## config.mk

```make
export PLATFORM = sky130hd
export DESIGN_NAME = qx1_operand_fetch
export DESIGN_NICKNAME = d
export VERILOG_FILES = /design/src/rtl/qx1_operand_fetch_pkg.sv /design/src/rtl/qx1_operand_fetch_scoreboard.sv /design/src/rtl/qx1_operand_fetch.sv
export SDC_FILE = /design/constraint.sdc
export NUM_CORES = 1
export LEC_CHECK = 0
export BUFFER_PORTS_ARGS = -buffer_cell sky130_fd_sc_hd__buf_2
export CORE_AREA = 2 2 100 102
export DETAILED_ROUTE_END_ITERATION = 8
export DIE_AREA = 0 0 102 104
export MAX_ROUTING_LAYER = met4
export PLACE_DENSITY_LB_ADDON = 0.15
export RECOVER_POWER = 50
export SETUP_SLACK_MARGIN = 0.15
export SLEW_MARGIN = 10
export SYNTH_ARGS = -nofsm -noshare
export SYNTH_HDL_FRONTEND = slang
export SYNTH_SLANG_ARGS = --single-unit
```

## constraint.sdc

```tcl
create_clock -name clk -period 1.6 [get_ports clk]
set_input_delay 0.16 -clock clk [delete_from_list [all_inputs] [get_ports clk]]
set_output_delay 0.16 -clock clk [all_outputs]
set_load 0.01 [all_outputs]
```

## src/rtl/qx1_operand_fetch_pkg.sv

```systemverilog
// qx1_operand_fetch_pkg: shared QX1 operand-fetch defaults; QX1_OPF_BYPASS_EN enables writeback forwarding.
package qx1_operand_fetch_pkg;
  localparam int QX1_DATA_W = 16;
  localparam int QX1_ADDR_W = 3;
  localparam int QX1_NREGS  = 8;
  localparam int QX1_CTRL_W = 8;
`ifdef QX1_OPF_BYPASS_EN
  localparam bit QX1_BYPASS = 1'b1;
`else
  localparam bit QX1_BYPASS = 1'b0;
`endif
endpackage

```

## src/rtl/qx1_operand_fetch_scoreboard.sv

```systemverilog
// qx1_operand_fetch_scoreboard: in-flight destination bits with set-wins-over-clear and two busy lookups.
module qx1_operand_fetch_scoreboard #(
  parameter int ADDR_W = 3,
  parameter int NREGS  = 8
) (
  input  logic              clk,
  input  logic              rst,
  input  logic              set_i,
  input  logic [ADDR_W-1:0] set_idx_i,
  input  logic              clr_i,
  input  logic [ADDR_W-1:0] clr_idx_i,
  input  logic [ADDR_W-1:0] rd1_idx_i,
  input  logic [ADDR_W-1:0] rd2_idx_i,
  output logic              busy1_o,
  output logic              busy2_o
);
  logic [NREGS-1:0] sb_q, sb_d, set_m, clr_m;
  always_comb begin
    set_m = '0;
    clr_m = '0;
    set_m[set_idx_i] = set_i;
    clr_m[clr_idx_i] = clr_i;
    sb_d = (sb_q & ~clr_m) | set_m;
  end
  always_ff @(posedge clk) sb_q <= rst ? '0 : sb_d;
  assign busy1_o = sb_q[rd1_idx_i];
  assign busy2_o = sb_q[rd2_idx_i];
endmodule

```

## src/rtl/qx1_operand_fetch.sv

```systemverilog
// qx1_operand_fetch: operand-fetch stage with RAW scoreboard stall and optional writeback forwarding.
module qx1_operand_fetch
  import qx1_operand_fetch_pkg::*;
#(
  parameter int DATA_W = QX1_DATA_W,
  parameter int ADDR_W = QX1_ADDR_W,
  parameter int NREGS  = QX1_NREGS,
  parameter int CTRL_W = QX1_CTRL_W
) (
  input  logic              clk,
  input  logic              rst,
  input  logic              in_valid,
  output logic              in_ready,
  input  logic [ADDR_W-1:0] in_rs1,
  input  logic [ADDR_W-1:0] in_rs2,
  input  logic              in_rs1_use,
  input  logic              in_rs2_use,
  input  logic [ADDR_W-1:0] in_rd,
  input  logic              in_rd_we,
  input  logic [CTRL_W-1:0] in_ctrl,
  output logic [ADDR_W-1:0] rf_read_addr1,
  output logic [ADDR_W-1:0] rf_read_addr2,
  input  logic [DATA_W-1:0] rf_read_data1,
  input  logic [DATA_W-1:0] rf_read_data2,
  input  logic              wb_en,
  input  logic [ADDR_W-1:0] wb_dest,
  input  logic [DATA_W-1:0] wb_data,
  input  logic              flush,
  output logic              out_valid,
  input  logic              out_ready,
  output logic [DATA_W-1:0] out_op_a,
  output logic [DATA_W-1:0] out_op_b,
  output logic [ADDR_W-1:0] out_rd,
  output logic              out_rd_we,
  output logic [CTRL_W-1:0] out_ctrl
);
  logic              valid_q, valid_d, rd_we_q, rd_we_d;
  logic [DATA_W-1:0] op_a_q, op_a_d, op_b_q, op_b_d;
  logic [ADDR_W-1:0] rd_q, rd_d;
  logic [CTRL_W-1:0] ctrl_q, ctrl_d;
  logic busy1, busy2, wb1, wb2, pend1, pend2, hz1, hz2, free, accept;
  qx1_operand_fetch_scoreboard #(.ADDR_W(ADDR_W), .NREGS(NREGS)) u_sb (
    .clk      (clk),
    .rst      (rst),
    .set_i    (valid_q && out_ready && rd_we_q),
    .set_idx_i(rd_q),
    .clr_i    (wb_en),
    .clr_idx_i(wb_dest),
    .rd1_idx_i(in_rs1),
    .rd2_idx_i(in_rs2),
    .busy1_o  (busy1),
    .busy2_o  (busy2)
  );
  assign rf_read_addr1 = in_rs1;
  assign rf_read_addr2 = in_rs2;
  assign wb1 = wb_en && wb_dest == in_rs1;
  assign wb2 = wb_en && wb_dest == in_rs2;
  // With forwarding a same-cycle writeback resolves the pending bit; without it the write must land first
  assign pend1 = QX1_BYPASS ? busy1 && !wb1 : busy1 || wb1;
  assign pend2 = QX1_BYPASS ? busy2 && !wb2 : busy2 || wb2;
  assign hz1 = in_rs1_use && (pend1 || (valid_q && rd_we_q && rd_q == in_rs1));
  assign hz2 = in_rs2_use && (pend2 || (valid_q && rd_we_q && rd_q == in_rs2));
  assign free = !valid_q || out_ready;
  assign in_ready = !rst && !flush && free && !hz1 && !hz2;
  assign accept = in_valid && in_ready;
  always_comb begin
    valid_d = accept ? 1'b1 : (flush || out_ready) ? 1'b0 : valid_q;
    op_a_d  = accept ? ((QX1_BYPASS && wb1) ? wb_data : rf_read_data1) : op_a_q;
    op_b_d  = accept ? ((QX1_BYPASS && wb2) ? wb_data : rf_read_data2) : op_b_q;
    rd_d    = accept ? in_rd : rd_q;
    rd_we_d = accept ? in_rd_we : rd_we_q;
    ctrl_d  = accept ? in_ctrl : ctrl_q;
  end
  always_ff @(posedge clk) begin
    if (rst) begin
      valid_q <= 1'b0;
      op_a_q  <= '0;
      op_b_q  <= '0;
      rd_q    <= '0;
      rd_we_q <= 1'b0;
      ctrl_q  <= '0;
    end else begin
      valid_q <= valid_d;
      op_a_q  <= op_a_d;
      op_b_q  <= op_b_d;
      rd_q    <= rd_d;
      rd_we_q <= rd_we_d;
      ctrl_q  <= ctrl_d;
    end
  end
  assign out_valid = valid_q;
  assign out_op_a  = op_a_q;
  assign out_op_b  = op_b_q;
  assign out_rd    = rd_q;
  assign out_rd_we = rd_we_q;
  assign out_ctrl  = ctrl_q;
endmodule

```

==> flow_metrics.env, run 1 <==
export IMPL_syn_inst=301
export IMPL_htreeDepth=2
export IMPL_synth_top_area_cell="dfxtp_1"
export IMPL_routabilityCongestion=0.7994
export IMPL_final_cell_mix="buf_2, nand4_1, a21oi_1, dfxtp_1"
export IMPL_min_to="out_valid"
export IMPL_worstReg2RegStart="u_sb.sb_q[4]"
export IMPL_grt_pass1_wl_um=14370
export IMPL_detail_route_iter0_violations=124
export IMPL_hpwl_um=6031
export IMPL_ys_ff_latch=53
export IMPL_synth_area_top_cells="dfxtp_1, o31ai_1, nand4_1, a21oi_1, buf_6"
export IMPL_viasPerCell=5.145
export IMPL_setup_violations=46
export IMPL_synth_distinct_cells=26
export IMPL_hp_start="flush"
export IMPL_antenna_found_initial=0
export IMPL_worstReg2RegEnd="out_rd_we"
export IMPL_fin_total_pwr_uw=2601
export IMPL_path_class="reg2out"
export IMPL_max_stage_delay_ns=0.49
export IMPL_cp_top_family="multiplexers"
export IMPL_antennaDiodeCount=0
export IMPL_fp_dieArea_sq_um=10610
export IMPL_max_slew_worst_pin_slew_ns=0.5844
export IMPL_fmax_ghz=0.5267
export IMPL_status="complete, but fails checks"
export IMPL_critPathCaptureType="output pin"
export IMPL_slew_headroom_pct=61.04
export IMPL_critPathBufInv=1
export IMPL_worst_r2r_cell_count=7
export IMPL_synth_top_area_share_pct=38.37
export IMPL_grt_overflow_total=0
export IMPL_period_share_pct=118.7
export IMPL_rsz0062_at_grt="true"
export IMPL_p_per_area_nw_per_um2=705.9
export IMPL_wl_per_cell_um=16.52
export IMPL_placed_area_sq_um=3468
export IMPL_holdCritPathClass="in2reg"
export IMPL_critical_path_peak_fanout=3
export IMPL_stdcell_area_sq_um=3685
export IMPL_clkLatencyLatePin_ns=0.30
export IMPL_regToRegSetupSlack_ns=-0.28
export IMPL_nets=490
export IMPL_clock_skew_ns=0.006352
export IMPL_hold_viol=0
export IMPL_area_growth_pct=33.26
export IMPL_cts_root_buf="clkbuf_8"
export IMPL_cts_buffer_depth=2
export IMPL_synth_area_sq_um=2765
export IMPL_die_w_um=102
export IMPL_track_usage_pct=17.20
export IMPL_numPortBuffers=112
export IMPL_core_region_area_sq_um=9549
export IMPL_cts_buffers=5
export IMPL_detail_route_antenna_nets=0
export IMPL_crit_required_ns=1.44
export IMPL_io_pins=129
export IMPL_layout_commonest_cell="buf_2"
export IMPL_period_needed_ns=1.898
export IMPL_drv_cap=0
export IMPL_hold_depth=2
export IMPL_critPathSlowestCell="mux4_2"
export IMPL_wl_um=9018
export IMPL_avgSynthCellArea_sq_um=9.187
export IMPL_violations="negative setup slack"
export IMPL_ir_drop_mv=0.3883
export IMPL_drc=0
export IMPL_num_vias=2809
export IMPL_start_util_pct=28.96
export IMPL_tritoncts="yes"
export IMPL_finalWorstSetupSlack_ns=-0.2984
export IMPL_fillCellCount=1058
export IMPL_cp_start_kind="register"
export IMPL_p_leak_uw=0.001374
export IMPL_synth_nets=378
export IMPL_cp_arrival_ns=1.74
export IMPL_drive_gt1_share_pct=39.95
export IMPL_hold_buffers=0
export IMPL_cts_sinks=53
export IMPL_die_h_um=104
export IMPL_first_global_vias=2803
export IMPL_ys_warn_count=0
export IMPL_grt_max_degree=54
export IMPL_drt_first_pass_iters=5
export IMPL_yosysSeqAreaShare_pct=38.37
export IMPL_clk_pin_slew_worst_paths_ns=0.09
export IMPL_std_cell_rows=36
export IMPL_crit_chain="mux4_2, nand2b_4, a41o_4, and3_4, buf_6"
export IMPL_drv_slew=0
worst reg2reg max path, delay by kind of cell, from the launching register on:
kind	cells	cell delay (ns)
multiplexers	1	0.49
AO/OA/AOI/OAI	3	0.49
flip-flops	1	0.35
buffers and inverters	2	0.31
AND/OR/NAND/NOR	1	0.09
area by class of cell:
type | instances | area [sq um] | share of cell area, %
Multi-Input combinational cell | 202 | 1490 | 40.44
Sequential cell | 53 | 1072 | 29.10
Inverter | 2 | 7.507 | 0.2037
Tap cell | 133 | 166.4 | 4.516
Clock buffer | 7 | 86.33 | 2.343
Timing Repair Buffer | 149 | 862.1 | 23.40
cells in the mapped netlist:
cell type / number
nand4_1: 49
nand3_1: 5
dfxtp_1: 53
inv_1: 2
nor2b_1: 5
nand2_1: 7
nor2_1: 11
clkbuf_1: 17
nand2b_1: 1
mux4_2: 4
buf_4: 8
a21oi_1: 44
o31ai_1: 44
a41o_1: 2
a41oi_4: 2
xnor2_1: 12
and2_1: 2
a22oi_1: 6
buf_2: 2
buf_6: 16
a32oi_1: 2
a211oi_1: 1
and3_1: 2
clkbuf_2: 1
nand2b_2: 2
nor3b_1: 1
sequential cells by signal (all words and copies together), names as in the netlist:
signal	count
u_sb.sb_q	8
out_op_b	16
out_rd_we	1
out_ctrl	8
out_valid	1
out_op_a	16
out_rd	3
per-stage QoR:
stage	setup slack, ns	cells	utilization [%]	TNS [ns]	hold WS [ns]
2_1_floorplan	-0.03925	301	-	-1.522	0.2385
3_3_place_gp	-0.1823	532	36.32	-5.667	0.3726
3_5_place_dp	-0.1740	532	36.32	-6.675	0.3711
4_1_cts	-0.2933	546	38.18	-10.78	0.04557
5_1_grt	-0.3520	546	38.59	-14.82	0.05003
6_report	-0.2984	546	38.59	-11.60	0.06522
worst max path at each step:
stage,start,cells past startpoint,to
6_report,u_sb.sb_q[4],5,in_ready
5_1_grt,u_sb.sb_q[7],7,out_ctrl[6]
4_1_cts,u_sb.sb_q[4],5,in_ready
3_5_place_dp,in_rs1[1],7,out_ctrl[2]
3_3_place_gp,in_rs2[1],7,out_rd[2]
2_1_floorplan,u_sb.sb_q[7],6,out_rd[1]
layer usage:
| metal | global-route usage [%] | routed length, um |
|---|---|---|
| met3 | 2.487 | 394 |
| met2 | 27.40 | 4300 |
| met5 | - | 0 |
| met1 | 23.42 | 4279 |
| met4 | 3.143 | 44 |
what timing repair did:
action	in CTS	in global routing
setup endpoints to repair	46	47
pin swaps	7	2
setup buffers	7	0
resized for setup	10	18
power breakdown:
group / leakage (uW) / internal, uW / switching (uW) / total [uW]
sequential: 0.000434 / 1360 / 26.2 / 1380
clock: 0.0000443 / 345 / 428 / 773
combinational: 0.000895 / 198 / 246 / 444
kinds of logic (layout without fill, tap and decap cells):
group	after synthesis	in the layout	share of synthesized area (%)
mux	4	4	3.258
xor+xnor	12	12	3.801
buf+inv	46	158	11.81
simple gates	85	85	17.60
compound gates	101	101	25.16
flops	53	53	38.37
(Power assumes the default switching activity.)
==> run 2, diff against run 1 <==
- CORE_AREA: 2 2 100 102 -> 2 2 91 111
- DIE_AREA: 0 0 102 104 -> 0 0 93 113
==> run 2 against run 1 <==
The flow still finishes with violations (negative setup slack). Via count is 1.8% higher. Routed wire length up 3.1%. Non-clock buffer count shrank 8. Register-to-register slack gained 0.03 ns. Cell count is 3.1% lower. Sequential cell count did not move. First-iteration DRC count is 24% higher. Combinational power increased by 4%. Clock power rose by 68%.
==> flow_metrics.env, run 2 (same netlist as run 1, synthesis figures left out) <==
export IMPL_place_ws_ns=-0.1985
export IMPL_antenna_found_initial=0
export IMPL_cts_buffer_depth=2
export IMPL_slew_headroom_pct=58.80
export IMPL_cts_buffers=5
export IMPL_hpwl_um=5855
export IMPL_start_util_pct=29.51
export IMPL_fin_total_pwr_uw=3145
export IMPL_grt_overflow_total=0
export IMPL_detail_route_antenna_nets=0
export IMPL_critPathSlowestCell="mux4_2"
export IMPL_die_h_um=113
export IMPL_io_pins=129
export IMPL_drc=0
export IMPL_clk_pin_slew_worst_paths_ns=0.07
export IMPL_wl_per_cell_um=17.58
export IMPL_die_w_um=93
export IMPL_placed_area_sq_um=3455
export IMPL_clkLatencyLatePin_ns=0.30
export IMPL_final_cell_mix="buf_2, nand4_1, dfxtp_1, a21oi_1, o31ai_1"
export IMPL_crit_required_ns=1.44
export IMPL_hold_buffers=0
export IMPL_detail_route_iter0_violations=154
export IMPL_wl_um=9298
export IMPL_holdCritPathClass="in2reg"
export IMPL_critical_path_peak_fanout=3
export IMPL_drv_slew=0
export IMPL_violations="negative setup slack"
export IMPL_core_region_area_sq_um=9369
export IMPL_p_leak_uw=0.001423
export IMPL_drv_cap=0
export IMPL_status="complete, but fails checks"
export IMPL_num_vias=2859
export IMPL_viasPerCell=5.405
export IMPL_period_share_pct=117.8
export IMPL_use_met1_pct=22.46
export IMPL_cp_start_kind="register"
export IMPL_fin_util_pct=40.57
export IMPL_antennaDiodeCount=0
export IMPL_grt_pass1_wl_um=14630
export IMPL_nets=482
export IMPL_grtUsageMet3_pct=2.663
export IMPL_ir_drop_mv=0.4385
export IMPL_finalWorstSetupSlack_ns=-0.2848
export IMPL_cts_root_buf="clkbuf_16"
export IMPL_fp_dieArea_sq_um=10510
export IMPL_tritoncts="yes"
export IMPL_p_per_area_nw_per_um2=827.5
export IMPL_hold_viol=0
export IMPL_htreeDepth=2
export IMPL_use_met2_pct=30.72
export IMPL_stdcell_area_sq_um=3801
export IMPL_path_class="reg2out"
export IMPL_numPortBuffers=112
export IMPL_layout_commonest_cell="buf_2"
export IMPL_critPathCaptureType="output pin"
export IMPL_setup_violations=46
export IMPL_max_stage_delay_ns=0.49
export IMPL_track_usage_pct=18.08
export IMPL_drive_gt1_share_pct=38.18
export IMPL_crit_chain="mux4_2, nand2b_4, a41o_4, and3_4, buf_6"
export IMPL_fmax_ghz=0.5306
export IMPL_drt_first_pass_iters=4
export IMPL_max_slew_worst_pin_slew_ns=0.6179
export IMPL_period_needed_ns=1.885
export IMPL_area_growth_pct=37.47
export IMPL_cts_sinks=53
export IMPL_grt_max_degree=54
export IMPL_grt_busiest_layer="met2"
export IMPL_std_cell_rows=39
export IMPL_routabilityCongestion=0.8039
export IMPL_fillCellCount=1011
export IMPL_rsz0062_at_grt="true"
export IMPL_clock_skew_ns=0.005305
export IMPL_cp_arrival_ns=1.72
export IMPL_first_global_vias=2839
## run 2: worst paths after layout
| path | startpoint | depth (start not counted) | slack, ns | end |
|---|---|---|---|---|
| worst min register to register | out_ctrl[0] | 2 | 0.47 | out_ctrl[0] |
| worst max-delay path | u_sb.sb_q[6] | 5 | -0.28 | in_ready |
| worst max register to register | u_sb.sb_q[7] | 6 | -0.25 | out_ctrl[7] |
| worst min-delay path | flush | 2 | 0.04 | out_valid |
## run 2: layout make-up
class | instances | area, sq um | share of cell area, %
clock buffer | 6 | 138.9 | 3.654
clock inverter | 2 | 37.54 | 0.9875
inverter | 2 | 7.507 | 0.1975
multi-input combinational | 202 | 1501 | 39.50
sequential | 53 | 1067 | 28.08
tap | 123 | 153.9 | 4.049
timing repair buffer | 141 | 894.6 | 23.54
## run 2: report_power, final
group | internal (uW) | switching, uW | total, uW
sequential | 1360 | 24.2 | 1380
clock | 782 | 519 | 1300
combinational | 208 | 254 | 461
total | 2350 | 797 | 3150
## run 2: what timing repair did
action	in CTS	in global routing
setup buffers	3	1
pin swaps	3	1
resized for setup	8	21
cloned	2	0
endpoints found under the setup margin	46	46
## run 2: worst max-delay path: cells and delay by family, from the launching register on
kind	cells	cell delay [ns]
AO/OA/AOI/OAI	1	0.22
AND/OR/NAND/NOR	2	0.29
buffers and inverters	1	0.09
multiplexers	1	0.49
flip-flops	1	0.33
## run 2: per-stage QoR
| step | hold WS [ns] | setup TNS (ns) | std cells |
|---|---|---|---|
| 2_1_floorplan | 0.2385 | -1.522 | 301 |
| 3_3_place_gp | 0.3580 | -6.994 | 515 |
| 3_5_place_dp | 0.3528 | -8.389 | 515 |
| 4_1_cts | 0.03743 | -9.879 | 528 |
| 6_report | 0.04087 | -8.519 | 529 |
| 5_1_grt | 0.05403 | -12.44 | 529 |
## run 2: per-layer routing
layer	vias up	wire (um)
li1	1358	-
met1	1400	4131
met2	91	4587
met3	10	430
met4	0	149
met5	-	0
